## config.mk

```make
export PLATFORM = sky130hd
export DESIGN_NAME = alu_seq_unit_flat
export DESIGN_NICKNAME = d
export VERILOG_FILES = /design/src/rtl/alu_seq_unit_if.sv /design/src/rtl/alu_seq_unit.sv /design/src/flat_wrapper.sv
export SDC_FILE = /design/constraint.sdc
export NUM_CORES = 1
export LEC_CHECK = 0
export BUFFER_PORTS_ARGS = -buffer_cell sky130_fd_sc_hd__buf_2
export CORE_MARGIN = 2
export CORE_UTILIZATION = 30
export CTS_CLUSTER_SIZE = 28
export DETAILED_ROUTE_END_ITERATION = 10
export GPL_TIMING_DRIVEN = 0
export PLACE_DENSITY_LB_ADDON = 0.12
export SYNTH_ARGS = -nofsm -noshare
export SYNTH_HDL_FRONTEND = slang
export SYNTH_SLANG_ARGS = --single-unit
```

## constraint.sdc

```tcl
create_clock -name clk -period 15.64 [get_ports clk]
set_clock_uncertainty 0.05 [all_clocks]
set_input_delay 1.564 -clock clk [delete_from_list [all_inputs] [get_ports clk]]
set_output_delay 1.564 -clock clk [all_outputs]
set_load 0.01 [all_outputs]
```

## src/rtl/alu_seq_unit_if.sv

```systemverilog
// alu_seq_unit_if: request/response bundle for alu_seq_unit.
//   Request side (issuer -> unit):  in_valid, A, B, Opcode, Cin; unit returns in_ready.
//   Response side (unit -> consumer): out_valid, Result, Remainder, Flags {V,C,N,Z}, op_err;
//   consumer returns out_ready.
//   master: issuer/consumer view (testbench or host). slave: the ALU unit.
interface alu_seq_unit_if #(
    parameter int unsigned WIDTH = 32
);
    logic             in_valid;
    logic             in_ready;
    logic [WIDTH-1:0] A;
    logic [WIDTH-1:0] B;
    logic [4:0]       Opcode;
    logic             Cin;
    logic             out_valid;
    logic             out_ready;
    logic [WIDTH-1:0] Result;
    logic [WIDTH-1:0] Remainder;
    logic [3:0]       Flags;
    logic             op_err;

    modport master (
        output in_valid, A, B, Opcode, Cin, out_ready,
        input  in_ready, out_valid, Result, Remainder, Flags, op_err
    );

    modport slave (
        input  in_valid, A, B, Opcode, Cin, out_ready,
        output in_ready, out_valid, Result, Remainder, Flags, op_err
    );
endinterface

```

## src/rtl/alu_seq_unit.sv

```systemverilog
// alu_seq_unit: handshaked sequential ALU executing ADD/SUB/MUL/DIV, one request in flight.
//   clk  : rising-edge clock
//   rst  : asynchronous active-high reset
//   bus  : alu_seq_unit_if.slave -- valid/ready request (A, B, Opcode, Cin) and
//          valid/ready response (Result, Remainder, Flags {V,C,N,Z}, op_err)
// MUL is shift-add and DIV is restoring division, both one bit per cycle.
// Optional feature: define ALU_SEQ_EARLY_TERM_EN to let MUL finish as soon as the remaining
// multiplier bits are all zero (result and flags are unchanged, DIV latency unaffected).
module alu_seq_unit #(
    parameter int unsigned WIDTH = 32,
    parameter int unsigned CNT_W = 6
) (
    input logic           clk,
    input logic           rst,
    alu_seq_unit_if.slave bus
);
    localparam logic [4:0]       OpAdd   = 5'b00000;
    localparam logic [4:0]       OpSub   = 5'b00001;
    localparam logic [4:0]       OpMul   = 5'b00010;
    localparam logic [4:0]       OpDiv   = 5'b00011;
    localparam logic [CNT_W-1:0] LastCnt = CNT_W'(WIDTH - 1);

    typedef enum logic [1:0] {StIdle, StExec, StDone} state_e;

    state_e               state_q, state_d;
    logic [CNT_W-1:0]     cnt_q, cnt_d;
    logic [WIDTH-1:0]     a_q, a_d, b_q, b_d;
    logic [4:0]           op_q, op_d;
    logic                 cin_q, cin_d;
    logic [2*WIDTH-1:0]   acc_q, acc_d, mcand_q, mcand_d;
    logic [WIDTH-1:0]     mplier_q, mplier_d;
    logic [WIDTH-1:0]     rem_q, rem_d, quo_q, quo_d;
    logic                 in_ready_q, in_ready_d;
    logic                 out_valid_q, out_valid_d;
    logic [WIDTH-1:0]     result_q, result_d, remainder_q, remainder_d;
    logic [3:0]           flags_q, flags_d;
    logic                 op_err_q, op_err_d;

    // Add/subtract datapath (SUB is A + ~B + 1, so carry-out means "no borrow").
    logic [WIDTH:0] add_sum, sub_sum;
    logic           add_v, sub_v;
    assign add_sum = {1'b0, a_q} + {1'b0, b_q} + {{WIDTH{1'b0}}, cin_q};
    assign sub_sum = {1'b0, a_q} + {1'b0, ~b_q} + {{WIDTH{1'b0}}, 1'b1};
    assign add_v   = (a_q[WIDTH-1] == b_q[WIDTH-1]) && (add_sum[WIDTH-1] != a_q[WIDTH-1]);
    assign sub_v   = (a_q[WIDTH-1] != b_q[WIDTH-1]) && (sub_sum[WIDTH-1] != a_q[WIDTH-1]);

    // Shift-add multiply: multiplicand shifts left, multiplier shifts right.
    logic [2*WIDTH-1:0] acc_step;
    logic [WIDTH-1:0]   mplier_nxt;
    logic               mul_last;
    assign acc_step   = acc_q + (mplier_q[0] ? mcand_q : '0);
    assign mplier_nxt = mplier_q >> 1;
`ifdef ALU_SEQ_EARLY_TERM_EN
    // No set multiplier bits left means no further partial products to add.
    assign mul_last = (mplier_nxt == '0) || (cnt_q == LastCnt);
`else
    assign mul_last = (cnt_q == LastCnt);
`endif

    // Restoring divide: partial remainder is always < B, so the trial fits WIDTH+1 bits and
    // the top bit of the difference is the borrow.
    logic [WIDTH:0]   div_trial, div_diff;
    logic             div_ge;
    logic [WIDTH-1:0] rem_step, quo_step;
    assign div_trial = {rem_q, quo_q[WIDTH-1]};
    assign div_diff  = div_trial - {1'b0, b_q};
    assign div_ge    = ~div_diff[WIDTH];
    assign rem_step  = div_ge ? div_diff[WIDTH-1:0] : div_trial[WIDTH-1:0];
    assign quo_step  = {quo_q[WIDTH-2:0], div_ge};

    // Completion bundle from EXEC; committed to the output registers in one place.
    logic             fin, fin_v, fin_c, fin_err;
    logic [WIDTH-1:0] fin_res, fin_rem;

    always_comb begin
        state_d     = state_q;
        cnt_d       = cnt_q;
        a_d         = a_q;
        b_d         = b_q;
        op_d        = op_q;
        cin_d       = cin_q;
        acc_d       = acc_q;
        mcand_d     = mcand_q;
        mplier_d    = mplier_q;
        rem_d       = rem_q;
        quo_d       = quo_q;
        result_d    = result_q;
        remainder_d = remainder_q;
        flags_d     = flags_q;
        op_err_d    = op_err_q;
        fin         = 1'b0;
        fin_v       = 1'b0;
        fin_c       = 1'b0;
        fin_err     = 1'b0;
        fin_res     = '0;
        fin_rem     = '0;

        unique case (state_q)
            StIdle: begin
                if (bus.in_valid && in_ready_q) begin
                    a_d      = bus.A;
                    b_d      = bus.B;
                    op_d     = bus.Opcode;
                    cin_d    = bus.Cin;
                    cnt_d    = '0;
                    acc_d    = '0;
                    mcand_d  = {{WIDTH{1'b0}}, bus.A};
                    mplier_d = bus.B;
                    rem_d    = '0;
                    quo_d    = bus.A;
                    state_d  = StExec;
                end
            end
            StExec: begin
                cnt_d = cnt_q + CNT_W'(1);
                case (op_q)
                    OpAdd: begin
                        fin     = 1'b1;
                        fin_res = add_sum[WIDTH-1:0];
                        fin_c   = add_sum[WIDTH];
                        fin_v   = add_v;
                    end
                    OpSub: begin
                        fin     = 1'b1;
                        fin_res = sub_sum[WIDTH-1:0];
                        fin_c   = sub_sum[WIDTH];
                        fin_v   = sub_v;
                    end
                    OpMul: begin
                        acc_d    = acc_step;
                        mcand_d  = mcand_q << 1;
                        mplier_d = mplier_nxt;
                        if (mul_last) begin
                            fin     = 1'b1;
                            fin_res = acc_step[WIDTH-1:0];
                            fin_c   = |acc_step[2*WIDTH-1:WIDTH];
                            fin_v   = |acc_step[2*WIDTH-1:WIDTH];
                        end
                    end
                    OpDiv: begin
                        if (b_q == '0) begin
                            fin     = 1'b1;
                            fin_res = '1;
                            fin_rem = a_q;
                            fin_v   = 1'b1;
                        end else begin
                            rem_d = rem_step;
                            quo_d = quo_step;
                            if (cnt_q == LastCnt) begin
                                fin     = 1'b1;
                                fin_res = quo_step;
                                fin_rem = rem_step;
                            end
                        end
                    end
                    default: begin
                        fin     = 1'b1;
                        fin_err = 1'b1;
                    end
                endcase
            end
            StDone: begin
                if (bus.out_ready) begin
                    state_d = StIdle;
                end
            end
            default: state_d = StIdle;
        endcase

        if (fin) begin
            state_d     = StDone;
            result_d    = fin_res;
            remainder_d = fin_rem;
            flags_d     = {fin_v, fin_c, fin_res[WIDTH-1], fin_res == '0};
            op_err_d    = fin_err;
        end

        // Registered handshakes: in_ready stays low through the first edge after reset.
        in_ready_d  = (state_d == StIdle);
        out_valid_d = (state_d == StDone);
    end

    always_ff @(posedge clk or posedge rst) begin
        if (rst) begin
            state_q     <= StIdle;
            cnt_q       <= '0;
            a_q         <= '0;
            b_q         <= '0;
            op_q        <= '0;
            cin_q       <= 1'b0;
            acc_q       <= '0;
            mcand_q     <= '0;
            mplier_q    <= '0;
            rem_q       <= '0;
            quo_q       <= '0;
            in_ready_q  <= 1'b0;
            out_valid_q <= 1'b0;
            result_q    <= '0;
            remainder_q <= '0;
            flags_q     <= '0;
            op_err_q    <= 1'b0;
        end else begin
            state_q     <= state_d;
            cnt_q       <= cnt_d;
            a_q         <= a_d;
            b_q         <= b_d;
            op_q        <= op_d;
            cin_q       <= cin_d;
            acc_q       <= acc_d;
            mcand_q     <= mcand_d;
            mplier_q    <= mplier_d;
            rem_q       <= rem_d;
            quo_q       <= quo_d;
            in_ready_q  <= in_ready_d;
            out_valid_q <= out_valid_d;
            result_q    <= result_d;
            remainder_q <= remainder_d;
            flags_q     <= flags_d;
            op_err_q    <= op_err_d;
        end
    end

    assign bus.in_ready  = in_ready_q;
    assign bus.out_valid = out_valid_q;
    assign bus.Result    = result_q;
    assign bus.Remainder = remainder_q;
    assign bus.Flags     = flags_q;
    assign bus.op_err    = op_err_q;
endmodule

```

## src/flat_wrapper.sv

```systemverilog
// flat-port wrapper written by rule: the top's interface ports become plain ports
module alu_seq_unit_flat 
#(
    parameter int unsigned WIDTH = 32,
    parameter int unsigned CNT_W = 6
)
  (clk, rst, bus_in_valid, bus_A, bus_B, bus_Opcode, bus_Cin, bus_out_ready, bus_in_ready, bus_out_valid, bus_Result, bus_Remainder, bus_Flags, bus_op_err);
  alu_seq_unit_if #(.WIDTH(WIDTH)) bus_i ();
  input logic clk;
  input logic rst;
  input wire logic [$bits(bus_i.in_valid)-1:0] bus_in_valid;
  input wire logic [$bits(bus_i.A)-1:0] bus_A;
  input wire logic [$bits(bus_i.B)-1:0] bus_B;
  input wire logic [$bits(bus_i.Opcode)-1:0] bus_Opcode;
  input wire logic [$bits(bus_i.Cin)-1:0] bus_Cin;
  input wire logic [$bits(bus_i.out_ready)-1:0] bus_out_ready;
  output wire logic [$bits(bus_i.in_ready)-1:0] bus_in_ready;
  output wire logic [$bits(bus_i.out_valid)-1:0] bus_out_valid;
  output wire logic [$bits(bus_i.Result)-1:0] bus_Result;
  output wire logic [$bits(bus_i.Remainder)-1:0] bus_Remainder;
  output wire logic [$bits(bus_i.Flags)-1:0] bus_Flags;
  output wire logic [$bits(bus_i.op_err)-1:0] bus_op_err;
  assign bus_i.in_valid = bus_in_valid;
  assign bus_i.A = bus_A;
  assign bus_i.B = bus_B;
  assign bus_i.Opcode = bus_Opcode;
  assign bus_i.Cin = bus_Cin;
  assign bus_i.out_ready = bus_out_ready;
  assign bus_in_ready = bus_i.in_ready;
  assign bus_out_valid = bus_i.out_valid;
  assign bus_Result = bus_i.Result;
  assign bus_Remainder = bus_i.Remainder;
  assign bus_Flags = bus_i.Flags;
  assign bus_op_err = bus_i.op_err;
  alu_seq_unit #(.WIDTH(WIDTH), .CNT_W(CNT_W)) u_core (.clk(clk), .rst(rst), .bus(bus_i));
endmodule
```

==> reports/metrics.csv <==
metric,value,unit
grt_pass1_wl,166500,um
wl_per_cell,24.63,um
crit_start,u_core.mplier_q[0],
finalSetupViolCount,0,
path_max_fanout,10,
synth.most_common_cell,nand2_1,
finalCritPeriodShare,47.19,%
root_buffer,clkbuf_16,
status,"complete, no violations",
drv_cap,0,
grt_overflow,0,
met2_usage,41.66,%
area_growth,15.25,%
finalSetupTns,0,ns
cts_made_buffers,49,
drt_first_pass_iters,5,
seqPwrFrac,25.6,%
clkSinkCount,372,
min_path_cells,1,
cts_setup_buffers,0,
fmax,0.1355,GHz
cts_resized,0,
numPortBuffers,144,
maxSlewHeadroom,3.129,%
die-area,0.08868,mm2
drive_gt1_share,8.607,%
clkTransAtPathRegs,0.06,ns
drv_slew,0,
synthFlopType,dfrtp_1,
swShare,50.17,%
reg2reg_depth,15,
grtUsageMet3,2.778,%
layout.nets,3614,
cp-end-kind,flop,
reg2reg_from,u_core.mplier_q[0],
drtIter0Drc,1937,
drc,0,
place_area,0.02816,mm2
ctsHoldBuffers,0,
critPathLaunchType,flop,
final_cells,4560,
syn_nets,3414,
ys_seq_area_share,35.95,%
ir_drop,0.00007835,V
leakage,0.01326,uW
synth-async-reset-ratio,100.0,%
synth_area,0.02589,mm2
p_comb_share,54.0,%
dp.cells,4469,
io_pins,145,
syn_inst,3176,
required,16.03,ns
dp_hpwl,89940,um
rows,107,
clock_latency,0.61,ns
rsz0062_at_grt,false,
synth_area_leaders,"dfrtp_1 36%, nand2_1 7.8%, ha_1 7.7%",
synth_top_area_cell,dfrtp_1,
cts.path.max_buffers,3,
grt_pass1_vias,24817,
start_util,30.32,%
clkPwrFrac,20.4,%
finalHoldViolCount,0,
tightest_slew,1.453,ns
netlist_top_cells_count,"538 x nand2_1, 372 x dfrtp_1, 301 x o21ai_0",
setup_slack,8.260,ns
antenna_found_initial,0,
powerDensity,197.6,mW/mm2
yosys_warnings,0,
ant_nets,0,
crit_arrival,7.77,ns
die_w,297.8,um
use_met1,33.01,%
yosys.area.top_type_share,35.95,%
place_congestion,0.9420,
wl,112300,um
synth_enable_flop_cells,0,
min_period,7.380,ns
diodes,0,
fillCellCount,9253,
worst_hold_slack,0.4177,ns
syn_avg_cell_area,8.153,um2
internal_power,2938,uW
ys_ff_latch,372,
grt_max_degree,110,
die_h,297.8,um
via_per_inst,5.455,
dpl_worst_slack,8.297,ns
hold_path.startpoint,u_core.cnt_q[5],
grt_usage,24.82,%
power.net_switching,2958,uW
final_cell_area,0.02984,mm2
busiest_layer,met2,
htree_levels,2,
hp-class,flop to flop,
synth.distinct_cells,95,
vias,24876,
cts_tree,built,
path_class,flop to flop,
core-area,0.08541,mm2
sequential cells by signal (all words and copies together) (netlist names):
name / count
u_core.a_q: 32
u_core.acc_q: 64
u_core.b_q: 32
u_core.bus.Flags: 4
u_core.bus.Remainder: 32
u_core.bus.Result: 31
u_core.bus.in_ready: 1
u_core.bus.op_err: 1
u_core.bus.out_valid: 1
u_core.cin_q: 1
u_core.cnt_q: 6
u_core.mcand_q: 64
u_core.mplier_q: 32
u_core.op_q: 5
u_core.quo_q: 32
u_core.rem_q: 32
u_core.state_q: 2
power by group through the flow:
stage	sequential, uW	combinational, uW	clock [uW]
3_5_place_dp	1520	3130	0
6_report	1510	3180	1200
2_1_floorplan	1420	2050	0
3_3_place_gp	1520	3140	0
4_1_cts	1500	3140	1230
5_1_grt	1540	3480	1270
stage by stage:
stage	util, %	total power, uW
final	34.94	5896
after global routing	34.94	6284
after CTS	34.94	5875
after detailed placement	32.97	4643
after global placement	32.83	4659
after floorplan	-	3472
final timing paths:
path,to,slack [ns]
max,u_core.bus.Flags[3],8.26
min,u_core.cnt_q[5],0.42
max reg2reg,u_core.bus.Flags[3],8.26
min reg2reg,u_core.cnt_q[5],0.42
max in group asynchronous,u_core.rem_q[5],13.36
min in group asynchronous,u_core.bus.Flags[0],1.07
cell usage in the layout, fill, tap and decap left out, types with 14 or more instances in the layout:
master / count
a211oi_1: 23
a21o_1: 57
a21oi_1: 290
a221oi_1: 18
a22o_1: 84
a22oi_1: 14
a31oi_1: 59
and2_1: 103
and3_1: 15
buf_2: 160
clkbuf_1: 171
clkbuf_16: 51
dfrtp_1: 372
ha_1: 159
inv_1: 97
mux2i_1: 36
nand2_1: 538
nand2b_1: 19
nand3_1: 52
nand4_1: 47
nor2_1: 201
nor3_1: 46
nor4_1: 26
o211ai_1: 15
o21a_1: 36
o21ai_0: 301
o21bai_1: 24
o31ai_1: 30
xnor2_1: 68
xor2_1: 37
kinds of logic after synthesis:
group                      synth area share, %
adders and majority gates                8.070
and+or+nand+nor                          19.87
AOI/OAI and AO/OA                        26.51
muxes                                    1.522
xor gates and xnor gates                 3.552
DFF                                      35.95
buffers and inverters                    4.523
critical path: stages (launching register included):
cell and delay [ns]:
dfrtp_1 0.36, clkbuf_1 0.66, clkbuf_1 0.63, nand2_1 0.19
fa_1 0.45, nor2b_1 0.20, o2111ai_2 0.19, a2111oi_1 1.25
o21ai_1 0.35, nand4_1 0.25, a31oi_1 0.13, xor2_1 0.37
or4b_1 0.47, or4b_4 0.55, nor4_2 0.94, o211ai_1 0.20
layout make-up:
class	count	area (um2)	share of cell area [%]
Sequential cell	372	9309	31.19
Clock buffer	70	1438	4.818
Multi-Input combinational cell	2512	15420	51.67
Inverter	100	382.9	1.283
Buffer	192	795.8	2.667
Tap cell	1144	1431	4.797
Timing Repair Buffer	149	822.0	2.755
Clock inverter	21	242.7	0.8134
per-layer routing:
layer	vias to the layer above	routed length [um]
li1	11853	-
met1	12138	49810
met2	711	53120
met3	174	5283
met4	0	4088
met5	-	0
No activity file was read; power rests on OpenSTA's default activity.
